<file path="src/rtl/approx_mult_pkg.sv">
// Shared types and sizing helpers for the approximate shift-add multiplier sequencer.
package approx_mult_pkg;

    localparam int W_DEFAULT = 16;

    typedef enum logic [1:0] {
        IDLE    = 2'd0,
        MULT    = 2'd1,
        RECOVER = 2'd2,
        DONE    = 2'd3
    } seq_state_t;

    // Width needed to express a recovery depth of 0..2W inclusive.
    function automatic int rw_of(input int w);
        return $clog2(2 * w + 1);
    endfunction

endpackage

</file>
<file path="src/rtl/approx_recovery_mask.sv">
// Recovery mask: sets every bit at or above position 2W-rec; rec=0 yields an empty mask.
module approx_recovery_mask
    import approx_mult_pkg::*;
#(
    parameter int W  = W_DEFAULT,
    parameter int RW = rw_of(W)
) (
    input  logic [RW-1:0]  rec,
    output logic [2*W-1:0] mask
);

    logic [RW-1:0]  sh;
    logic [2*W-1:0] onehot;

    // With rec=0 the one-hot bit falls off the top, so onehot-1 is all ones and the mask is empty.
    always_comb begin
        sh     = RW'(2 * W) - rec;
        onehot = (2 * W)'(1) << sh;
        mask   = ~(onehot - (2 * W)'(1));
    end

endmodule

</file>
<file path="src/rtl/approx_mult_sequencer.sv">
// Shift-add multiplier sequencer on a carry-free adder with partial error recovery.
// Optional macro ERR_FLAG_EN adds the err_flag output reporting an inexact result.
module approx_mult_sequencer
    import approx_mult_pkg::*;
#(
    parameter int W  = W_DEFAULT,
    parameter int RW = rw_of(W)
) (
    input  logic           clk,
    input  logic           rst_n,
    input  logic           in_valid,
    output logic           in_ready,
    input  logic [W-1:0]   a,
    input  logic [W-1:0]   b,
    input  logic [RW-1:0]  rec_bits,
    output logic           out_valid,
    input  logic           out_ready,
`ifdef ERR_FLAG_EN
    output logic           err_flag,
`endif
    output logic [2*W-1:0] p
);

    localparam int KW = (W > 1) ? $clog2(W) : 1;

    seq_state_t     state_q, state_d;
    logic [W-1:0]   a_q, a_d, b_q, b_d;
    logic [RW-1:0]  rec_q, rec_d, rec_clamped;
    logic [2*W-1:0] s_q, s_d, e_q, e_d, p_q, p_d;
    logic [KW-1:0]  k_q, k_d;
    logic [2*W-1:0] pp, mask;
`ifdef ERR_FLAG_EN
    logic           err_q, err_d;
`endif

    approx_recovery_mask #(.W(W), .RW(RW)) u_mask (
        .rec  (rec_q),
        .mask (mask)
    );

    always_ff @(posedge clk) begin
        if (!rst_n) begin
            state_q <= IDLE;
            a_q     <= '0;
            b_q     <= '0;
            rec_q   <= '0;
            s_q     <= '0;
            e_q     <= '0;
            k_q     <= '0;
            p_q     <= '0;
`ifdef ERR_FLAG_EN
            err_q   <= 1'b0;
`endif
        end else begin
            state_q <= state_d;
            a_q     <= a_d;
            b_q     <= b_d;
            rec_q   <= rec_d;
            s_q     <= s_d;
            e_q     <= e_d;
            k_q     <= k_d;
            p_q     <= p_d;
`ifdef ERR_FLAG_EN
            err_q   <= err_d;
`endif
        end
    end

    always_comb begin
        state_d     = state_q;
        a_d         = a_q;
        b_d         = b_q;
        rec_d       = rec_q;
        s_d         = s_q;
        e_d         = e_q;
        k_d         = k_q;
        p_d         = p_q;
`ifdef ERR_FLAG_EN
        err_d       = err_q;
`endif
        rec_clamped = (rec_bits > RW'(2 * W)) ? RW'(2 * W) : rec_bits;
        pp          = b_q[k_q] ? ({{W{1'b0}}, a_q} << k_q) : '0;
        unique case (state_q)
            IDLE: begin
                if (in_valid) begin
                    a_d     = a;
                    b_d     = b;
                    rec_d   = rec_clamped;
                    s_d     = '0;
                    e_d     = '0;
                    k_d     = '0;
                    state_d = MULT;
                end
            end
            MULT: begin
                // Carries are generated from the pre-update sum so S+E stays exact.
                s_d = s_q ^ pp;
                e_d = e_q + ((s_q & pp) << 1);
                k_d = k_q + KW'(1);
                if (k_q == KW'(W - 1))
                    state_d = RECOVER;
            end
            RECOVER: begin
                p_d     = s_q + (e_q & mask);
`ifdef ERR_FLAG_EN
                err_d   = |(e_q & ~mask);
`endif
                state_d = DONE;
            end
            DONE: begin
                if (out_ready)
                    state_d = IDLE;
            end
            default: state_d = IDLE;
        endcase
    end

    always_comb begin
        in_ready  = (state_q == IDLE);
        out_valid = (state_q == DONE);
        p         = p_q;
`ifdef ERR_FLAG_EN
        err_flag  = err_q;
`endif
    end

endmodule
</file>
<file path="config.mk">
export PLATFORM = sky130hd
export DESIGN_NAME = approx_mult_sequencer
export DESIGN_NICKNAME = d
export VERILOG_FILES = /design/src/rtl/approx_mult_pkg.sv /design/src/rtl/approx_recovery_mask.sv /design/src/rtl/approx_mult_sequencer.sv
export SDC_FILE = /design/constraint.sdc
export NUM_CORES = 1
export LEC_CHECK = 0
export CAP_MARGIN = 40
export CORE_MARGIN = 4
export CORE_UTILIZATION = 35
export CTS_BUF_LIST = sky130_fd_sc_hd__clkbuf_8
export DETAILED_ROUTE_END_ITERATION = 12
export PLACE_DENSITY_LB_ADDON = 0.08
export SYNTH_ARGS = -nofsm -noshare
export SYNTH_HDL_FRONTEND = slang
export SYNTH_SLANG_ARGS = --single-unit
</file>
<file path="constraint.sdc">
create_clock -name clk -period 8.7 [get_ports clk]
set_clock_uncertainty 0.15 [all_clocks]
set_input_delay 2.175 -clock clk [delete_from_list [all_inputs] [get_ports clk]]
set_output_delay 2.175 -clock clk [all_outputs]
set_load 0.05 [all_outputs]
</file>
After elaboration in Yosys (flattened, before gate mapping) --
Index checks and enable logic that the tools add are counted. Widths: inputs -> output; s select.
Cells by class: $add $sub $neg 5, multiply operators 0, div/mod/pow operators 0, magnitude comparators 2, equal/unequal tests 7, shift operators 2, mux-type cells 13, bitwise operators 4, reductions and logical operators 5
Operator list (number):
- $pmux 32 s2 | 2
- $add 32x32->32 | 2
- $mux 32 | 2
- $and 32x32->32 | 1
- $not 32->32 | 1
- $shl 1x6->32 const A | 1
- $shl 16x4->32 | 1
- $sub 32x1->32 const B | 1
- $xor 32x32->32 | 1
- $and 31x31->31 | 1
- $pmux 2 s4 | 1
- $pmux 4 s2 | 1
- $gt 6x6->1 const B | 1
- $mux 2 | 3
- $mux 6 | 1
- $sub 6x6->6 const A | 1
- $lt 4x5->1 const B | 1
- $add 4x1->4 const B | 1
- $bmux 1 s4 | 1
- $eq 2x2->1 const B | 2
- $eq 4x4->1 const B | 1
- $mux 4 | 1
- $ne 2x2->1 const B | 2
- $reduce_and 2->1 | 2
- other kinds (6) | 6
Word-level totals: bits in registers 140, latch bits 0, bits in writable memories 0, memory bits (read-only) 0, bits of input ports 42, output and inout bits 34, memories 0

Longest topological paths before layout --
Gate-level depths: netlist of run 1.
depth in word-level cells 6, gate-level depth with buffers 23, mapped depth without buffers 21

Cells and area by module --
From an unflattened synthesis of run 1, not the netlist that was laid out.
Unflattened totals: cell total of the unflattened synthesis 1293, area, all modules 10495.1 um^2
Modules (own cells, without submodules):
- approx_mult_sequencer | times used 1, cells an instance 1168, area each 9783.1 um^2, seq. area each 2762.6 um^2
- approx_recovery_mask | times used 1, cells an instance 125, area each 711.9 um^2, seq. area each 0.0 um^2

Worst setup path before layout of run 1 --
No wires, ideal clock.
path kind flip-flop to flip-flop, start reg rec_q[0], end reg p_q[25] (netlist: p[25]), arrival time 4.586 ns, data required time 8.423 ns, setup slack 3.837 ns, cell stages (with the launch flop) 22, path buffers 3, clock period less this slack 4.863 ns, path through dfxtp_1 > clkbuf_1 > nor3_1 > and3_1 > inv_1 > clkbuf_1 > ha_1 > inv_1 > a31oi_1 > clkbuf_1 > nor3_1 > mux2_2 > a21oi_1 > ha_1 > a21o_1 > a221o_1 > a221oi_4 > o22ai_2 > o32a_4 > nand3_2 > a21oi_1 > or3b_1
Between the ends: longest elaborated chain between the ends 6
Ends and longest elaborated chain:
- start: declaration | RTL line approx_mult_sequencer.sv:28 | logic [RW-1:0] rec_q, rec_d, rec_clamped;
- start signal: assignment | RTL line approx_mult_sequencer.sv:58 | rec_q <= rec_d;
- $sub 6x6->6 | RTL line approx_recovery_mask.sv:17 | sh = RW'(2 * W) - rec;
- $shl 1x6->32 | RTL line approx_recovery_mask.sv:18 | onehot = (2 * W)'(1) << sh;
- $sub 32x1->32 | RTL line approx_recovery_mask.sv:19 | mask = ~(onehot - (2 * W)'(1));
- $not 32->32 | RTL line approx_recovery_mask.sv:19
- $and 32x32->32 | RTL line approx_mult_sequencer.sv:104 | p_d = s_q + (e_q & mask);
- $add 32x32->32 | RTL line approx_mult_sequencer.sv:104
- end signal: assignment | RTL line approx_mult_sequencer.sv:62 | p_q <= p_d;
- end: declaration | RTL line approx_mult_sequencer.sv:29 | logic [2*W-1:0] s_q, s_d, e_q, e_d, p_q, p_d;
No other way between the ends. A chain may end at the register's enable or synchronous reset.

Worst setup path in the final report of run 1 --
start reg rec_q[4], end reg p_q[25] (netlist: p[25])
The elaborated chain is that of the path after synthesis.

==> results of run 1 <==
==> power by group <==
part           total, mW  leakage, nW  internal (mW)  switching [mW]
Combinational      0.685         3.43          0.215           0.470
Clock              0.549        0.204          0.267           0.282
Sequential         0.732         1.12          0.679          0.0536
Total               1.97         4.75           1.16           0.806
==> flip-flops by register name, indices dropped and copies added (netlist names) <==
signal,flops
a_q,16
b_q,16
e_q,31
k_q,4
p,32
rec_q,6
s_q,31
state_q,2
==> synth_stat cells (3+ instances only) <==
cell / number / share of area
nand3b_1: 29 / 0.021
o211a_1: 5 / 0.0047
inv_1: 30 / 0.011
nand4_1: 8 / 0.0047
mux4_2: 7 / 0.015
a21boi_0: 46 / 0.033
buf_1: 10 / 0.0036
a22oi_1: 53 / 0.038
ha_1: 97 / 0.12
o211ai_1: 8 / 0.0057
xor2_1: 18 / 0.015
or3_1: 6 / 0.0036
mux2_2: 7 / 0.0075
o21ai_1: 3 / 0.0014
nor2_1: 65 / 0.023
nand3_1: 29 / 0.014
o22ai_1: 3 / 0.0018
mux2i_1: 42 / 0.040
nand2b_1: 8 / 0.0047
o21a_1: 15 / 0.011
and3_1: 11 / 0.0065
and3b_1: 4 / 0.0033
a32oi_1: 4 / 0.0033
o21bai_1: 14 / 0.010
clkbuf_1: 68 / 0.024
o21ai_0: 73 / 0.035
nand2_1: 150 / 0.053
a31oi_1: 11 / 0.0065
xnor2_1: 26 / 0.022
nor3_1: 20 / 0.0095
a21oi_1: 81 / 0.038
nor2b_1: 78 / 0.046
nor3b_1: 5 / 0.0036
dfxtp_1: 138 / 0.26
o31a_1: 3 / 0.0025
a21o_1: 25 / 0.018
and2_1: 30 / 0.018
a211oi_1: 26 / 0.019
==> per-layer routing <==
layer  vias up  global-route usage  part of all wire
met1      4373               0.271              0.50
met5         -                   0                 0
met2       188               0.304              0.45
met4         0              0.0480             0.016
li1       4768                   -                 -
met3        24              0.0282             0.037
==> area by class of cell <==
class	instances	area, sq um
Tap cell	390	488
Sequential cell	138	2760
Clock inverter	13	129
Fill cell	3147	17800
Timing Repair Buffer	85	823
Inverter	30	113
Clock buffer	19	262
Multi-Input combinational cell	1055	7350
==> final timing paths <==
path	startpoint	endpoint	slack [ns]	cells past startpoint
setup reg to reg	rec_q[4]	p[25]	2.85	18
hold reg to reg	b_q[10]	b_q[10]	0.32	2
setup / recovery	rec_q[4]	p[25]	2.85	18
hold / removal	b_q[10]	b_q[10]	0.32	2
==> critical path, stage by stage (launching register included) <==
cell and delay [ns]:
dfxtp_1 0.74, nor2_1 0.24, and3_1 0.29, inv_1 0.29
ha_1 0.28, inv_1 0.07, a31oi_1 0.67, nor3_1 0.14
mux2_2 0.30, a21oi_1 0.16, ha_1 0.32, a21o_1 0.20
a221o_1 0.37, a221oi_4 0.40, o22ai_2 0.19, o32a_4 0.44
nand3_2 0.09, a21oi_1 0.06, or3b_1 0.33
==> kinds of logic (layout without fill, tap and decap cells) <==
kind of cell               Yosys count  in the layout  share of synthesized area
AOI/OAI and AO/OA                  397            397                      0.255
xor gates and xnor gates            44             44                     0.0365
adders and majority gates           99             99                      0.119
buffers and inverters              112            147                     0.0422
DFF                                138            138                      0.262
muxes                               56             56                     0.0623
other                                1              1                   0.000356
and+or+nand+nor                    458            458                      0.223
==> flow_summary_export.csv, run 1 <==
group,metric,value,unit
setup_path,critPathRequiredTime,8.90,ns
grt,grt-ovfl-total,0,
clock_network,hold_buffers,0,
cells_and_area,stdcell_count,1730,
timing,period_needed,5.85,ns
drt,drt_iter0_drc,553,
synth,syn_nets,1446,
grt,grt_max_degree,97,
timing,finalSetupViolations,0,
cells_and_area,drive_gt1_frac,0.0567,
clock_network,clock-root-buffer,"clkbuf_8",
job,cap_violations,0,
floorplanning,die_y,182,um
drt,antenna_left,0,
setup_path,end_kind,"flip-flop",
floorplanning,die_w,182,um
placed_design,dpl_worst_slack,2.93,ns
clock_network,cts_buffers,17,
clock_network,post_cts_buffers,0,
cells_and_area,area_growth,13.1,%
drt,routed_via_density,5.41,
cells_and_area,post-route-util,0.401,
floorplanning,initial_core_util,0.355,
drt,drt_wl_total,31.9,mm
synth,async_reset_ff_frac,0,
timing,tns,0,ns
placed_design,dpl.hpwl,24.4,mm
clock_network,cts-resized-gates,0,
cells_and_area,mostFrequentLayoutCell,"nand2_1",
clock_network,insertion_delay,0.47,ns
synth,yosys_warnings,0,
power_and_ir_drop,powerDensity,165,mW/mm^2
synth,synth_area,0.0105,sq mm
synth,synth_edf_count,0,
timing,drv_slew,0,
timing,whs,0.320,ns
power_and_ir_drop,ir_drop,0.000217,V
min_path,hold_path.class,"reg -> reg",
cells_and_area,fin_nets,1468,
timing,max_freq,171,MHz
floorplanning,core-area,0.0297,sq mm
placed_design,place.gp.congestion,0.913,
timing,rsz0062_at_grt,"false",
timing,worstMarginPinSlew,0.903,ns
power_and_ir_drop,cellLeakagePower,4.75,nW
drt,drt_pass1_iterations,7,
floorplanning,rows,63,
power_and_ir_drop,p_total,1.97,mW
grt,antenna_found_initial,0,
grt,grt_pass1_vias,8936,
synth,ys_seq_area_frac,0.262,
grt,grt_pass1_wl,50.5,mm
timing,period_share,0.673,
clock_network,cts_tree,"done",
timing,slew-limit-headroom,0.395,
synth,synth_area_per_cell,8.08,sq um
drt,vias,9353,
placed_design,port_buffers,75,
clock_network,cts.sinks,138,
synth,ys_seq_elements,138,
timing,worst_slack,2.85,ns
setup_path,startpoint_type,"flip-flop",
clock_network,htree_levels,4,
drt,drc_errors,0,
placed_design,placed_cells,1698,
timing,final_hold_viol_count,0,
cells_and_area,design_area,0.0119,sq mm
floorplanning,ios,76,
clock_network,cts_max_path_buffers,2,
cells_and_area,n_antenna_cell,0,
drt,avgRoutedWirePerCell,18.4,um
clock_network,clkTransAtPathRegs,0.09,ns
setup_path,worstPathMaxFanout,18,
placed_design,placed_cell_area,0.0115,sq mm
synth,ys.flop_type,"dfxtp_1",
floorplanning,dieArea,0.0330,sq mm
setup_path,crit_type,"reg -> reg",
synth,syn_inst,1305,
synth,ys_types,79,
grt,grt_usage,0.191,
setup_path,cp_data_arrival_time,6.05,ns
status,status,"finished, final reports clean",
cells_and_area,final_cell_mix,"150 x nand2_1, 138 x dfxtp_1, 96 x ha_1",
(Power assumes the default switching activity.)
==> run 2, diff against run 1 <==
==> constraint.sdc (replaced) <==
create_clock -name clk -period 6.05 [get_ports clk]
set_clock_uncertainty 0.15 [all_clocks]
set_input_delay 1.5125 -clock clk [delete_from_list [all_inputs] [get_ports clk]]
set_output_delay 1.5125 -clock clk [all_outputs]
set_load 0.05 [all_outputs]
==> flow_summary_export.csv, run 2 (synthesis results as in run 1) <==
group,metric,value,unit
timing,slew-limit-headroom,0.477,
setup_path,ff2ff_path_depth,17,
min_path,hold_path.class,"reg -> reg",
grt,grt-ovfl-total,0,
timing,finalSetupViolations,0,
clock_network,cts_buffers,17,
setup_path,end_kind,"flip-flop",
drt,avgRoutedWirePerCell,18.5,um
setup_path,worstPathMaxFanout,13,
placed_design,placed_cells,1708,
floorplanning,die_w,182,um
cells_and_area,drive_gt1_frac,0.0644,
timing,tns,0,ns
cells_and_area,largest_register_ffs,32,
power_and_ir_drop,ir_drop,0.000237,V
power_and_ir_drop,powerDensity,236,mW/mm^2
cells_and_area,area_growth,13.8,%
clock_network,clock-root-buffer,"clkbuf_8",
grt,antenna_found_initial,0,
power_and_ir_drop,intPower,1.67,mW
power_and_ir_drop,p_comb_frac,0.357,
setup_path,critPathRequiredTime,6.26,ns
clock_network,post_cts_buffers,0,
cells_and_area,mostFrequentLayoutCell,"nand2_1",
timing,max_freq,194,MHz
clock_network,cts_max_path_buffers,2,
clock_network,htree_levels,4,
power_and_ir_drop,switchingPower,1.16,mW
cells_and_area,stdcell_count,1740,
timing,rsz0062_at_grt,"false",
floorplanning,initial_core_util,0.355,
setup_path,cp_data_arrival_time,5.35,ns
floorplanning,die_y,182,um
placed_design,dpl.hpwl,24.9,mm
clock_network,cts-resized-gates,0,
floorplanning,dieArea,0.0330,sq mm
floorplanning,ios,76,
grt,grt_usage,0.192,
grt,grt_max_degree,83,
timing,period_needed,5.15,ns
cells_and_area,seqCellArea,0.00276,sq mm
placed_design,port_buffers,75,
power_and_ir_drop,pwr-share-seq,0.367,
grt,grt_pass1_wl,50.5,mm
placed_design,place.gp.congestion,0.899,
power_and_ir_drop,switching_share,0.409,
power_and_ir_drop,p_total,2.83,mW
power_and_ir_drop,cellLeakagePower,4.79,nW
timing,period_share,0.851,
drt,antenna_left,0,
timing,worstMarginPinSlew,0.784,ns
cells_and_area,num-fill-cells,3084,
drt,routed_via_density,5.30,
drt,vias,9223,
job,cap_violations,0,
cells_and_area,fin_nets,1478,
drt,drt_iter0_drc,524,
clock_network,insertion_delay,0.47,ns
timing,drv_slew,0,
clock_network,cts_tree,"done",
drt,drt_pass1_iterations,5,
status,status,"finished, final reports clean",
clock_network,cts.sinks,138,
cells_and_area,post-route-util,0.404,
timing,final_hold_viol_count,0,
min_path,min_path_cells,2,
floorplanning,core-area,0.0297,sq mm
power_and_ir_drop,pwr-share-clk,0.276,
grt,grt_pass1_vias,8890,
clock_network,clkTransAtPathRegs,0.09,ns
floorplanning,rows,63,
cells_and_area,n_antenna_cell,0,
cells_and_area,final_cell_mix,"150 x nand2_1, 138 x dfxtp_1, 96 x ha_1",
drt,drt_wl_total,32.1,mm
setup_path,crit_type,"reg -> reg",
clock_network,hold_buffers,0,
drt,drc_errors,0,
setup_path,startpoint_type,"flip-flop",
cells_and_area,multi_input_area,0.00735,sq mm
## run 2: changes by cell type in the layout (fill, tap and decap cells not counted)
cell	before	now
buf_4	11	21
clkinv_4	3	1
clkinvlp_4	2	4
clkinv_2	4	5
inv_1	32	31
## run 2: path summary, 6_finish.rpt
check                 from    end  slack (ns)
setup reg to reg  rec_q[0]  p[25]        0.90
setup / recovery  rec_q[0]  p[25]        0.90
hold / removal       p[21]  p[21]        0.31
hold reg to reg      p[21]  p[21]        0.31
## run 2: through the flow
stage                     instance area (sq um)  hold WS [ns]  worst slack [ns]
after floorplan                           10500         0.290              1.19
after global placement                    11600         0.298             0.931
after detailed placement                  11600         0.306             0.894
after CTS                                 12000         0.316             0.876
after global routing                      12000         0.334             0.529
final                                     12000         0.312             0.902
## run 2: cell type report
cell class              count  share of cell area
clock inverters            13              0.0106
multi-input cells        1055               0.612
clock buffers              19              0.0218
flip-flops and latches    138               0.230
well taps                 390              0.0407
repair buffers             95              0.0749
inverters                  30             0.00938
## run 2: power by group through the flow
stage          sequential (mW)  combinational [mW]  clock (mW)
2_1_floorplan             1.07               0.696           0
3_3_place_gp              1.06                1.03           0
3_5_place_dp              1.06                1.03           0
4_1_cts                   1.04                1.03       0.814
5_1_grt                   1.05                1.12       0.851
6_report                  1.04                1.01       0.782
## run 2: worst max-delay path, cell delays in order (launching register included)
cell      delay (ns)
dfxtp_1         0.31
nor3_1          0.52
and3_1          0.34
inv_1           0.21
ha_1            0.28
inv_1           0.08
a31oi_1         0.10
buf_4           0.23
o311a_1         0.36
ha_1            0.35
and3_1          0.21
a221o_1         0.40
a221oi_4        0.39
o22ai_2         0.18
o32a_4          0.44
nand3_2         0.09
a21oi_1         0.06
or3b_1          0.33
## run 2: per-layer routing
layer,vias to the layer above,track usage,wire length (um)
met5,-,0,0
met4,0,0.0417,391
met3,26,0.0268,1170
met2,183,0.311,14600
met1,4238,0.273,16000
li1,4776,-,-
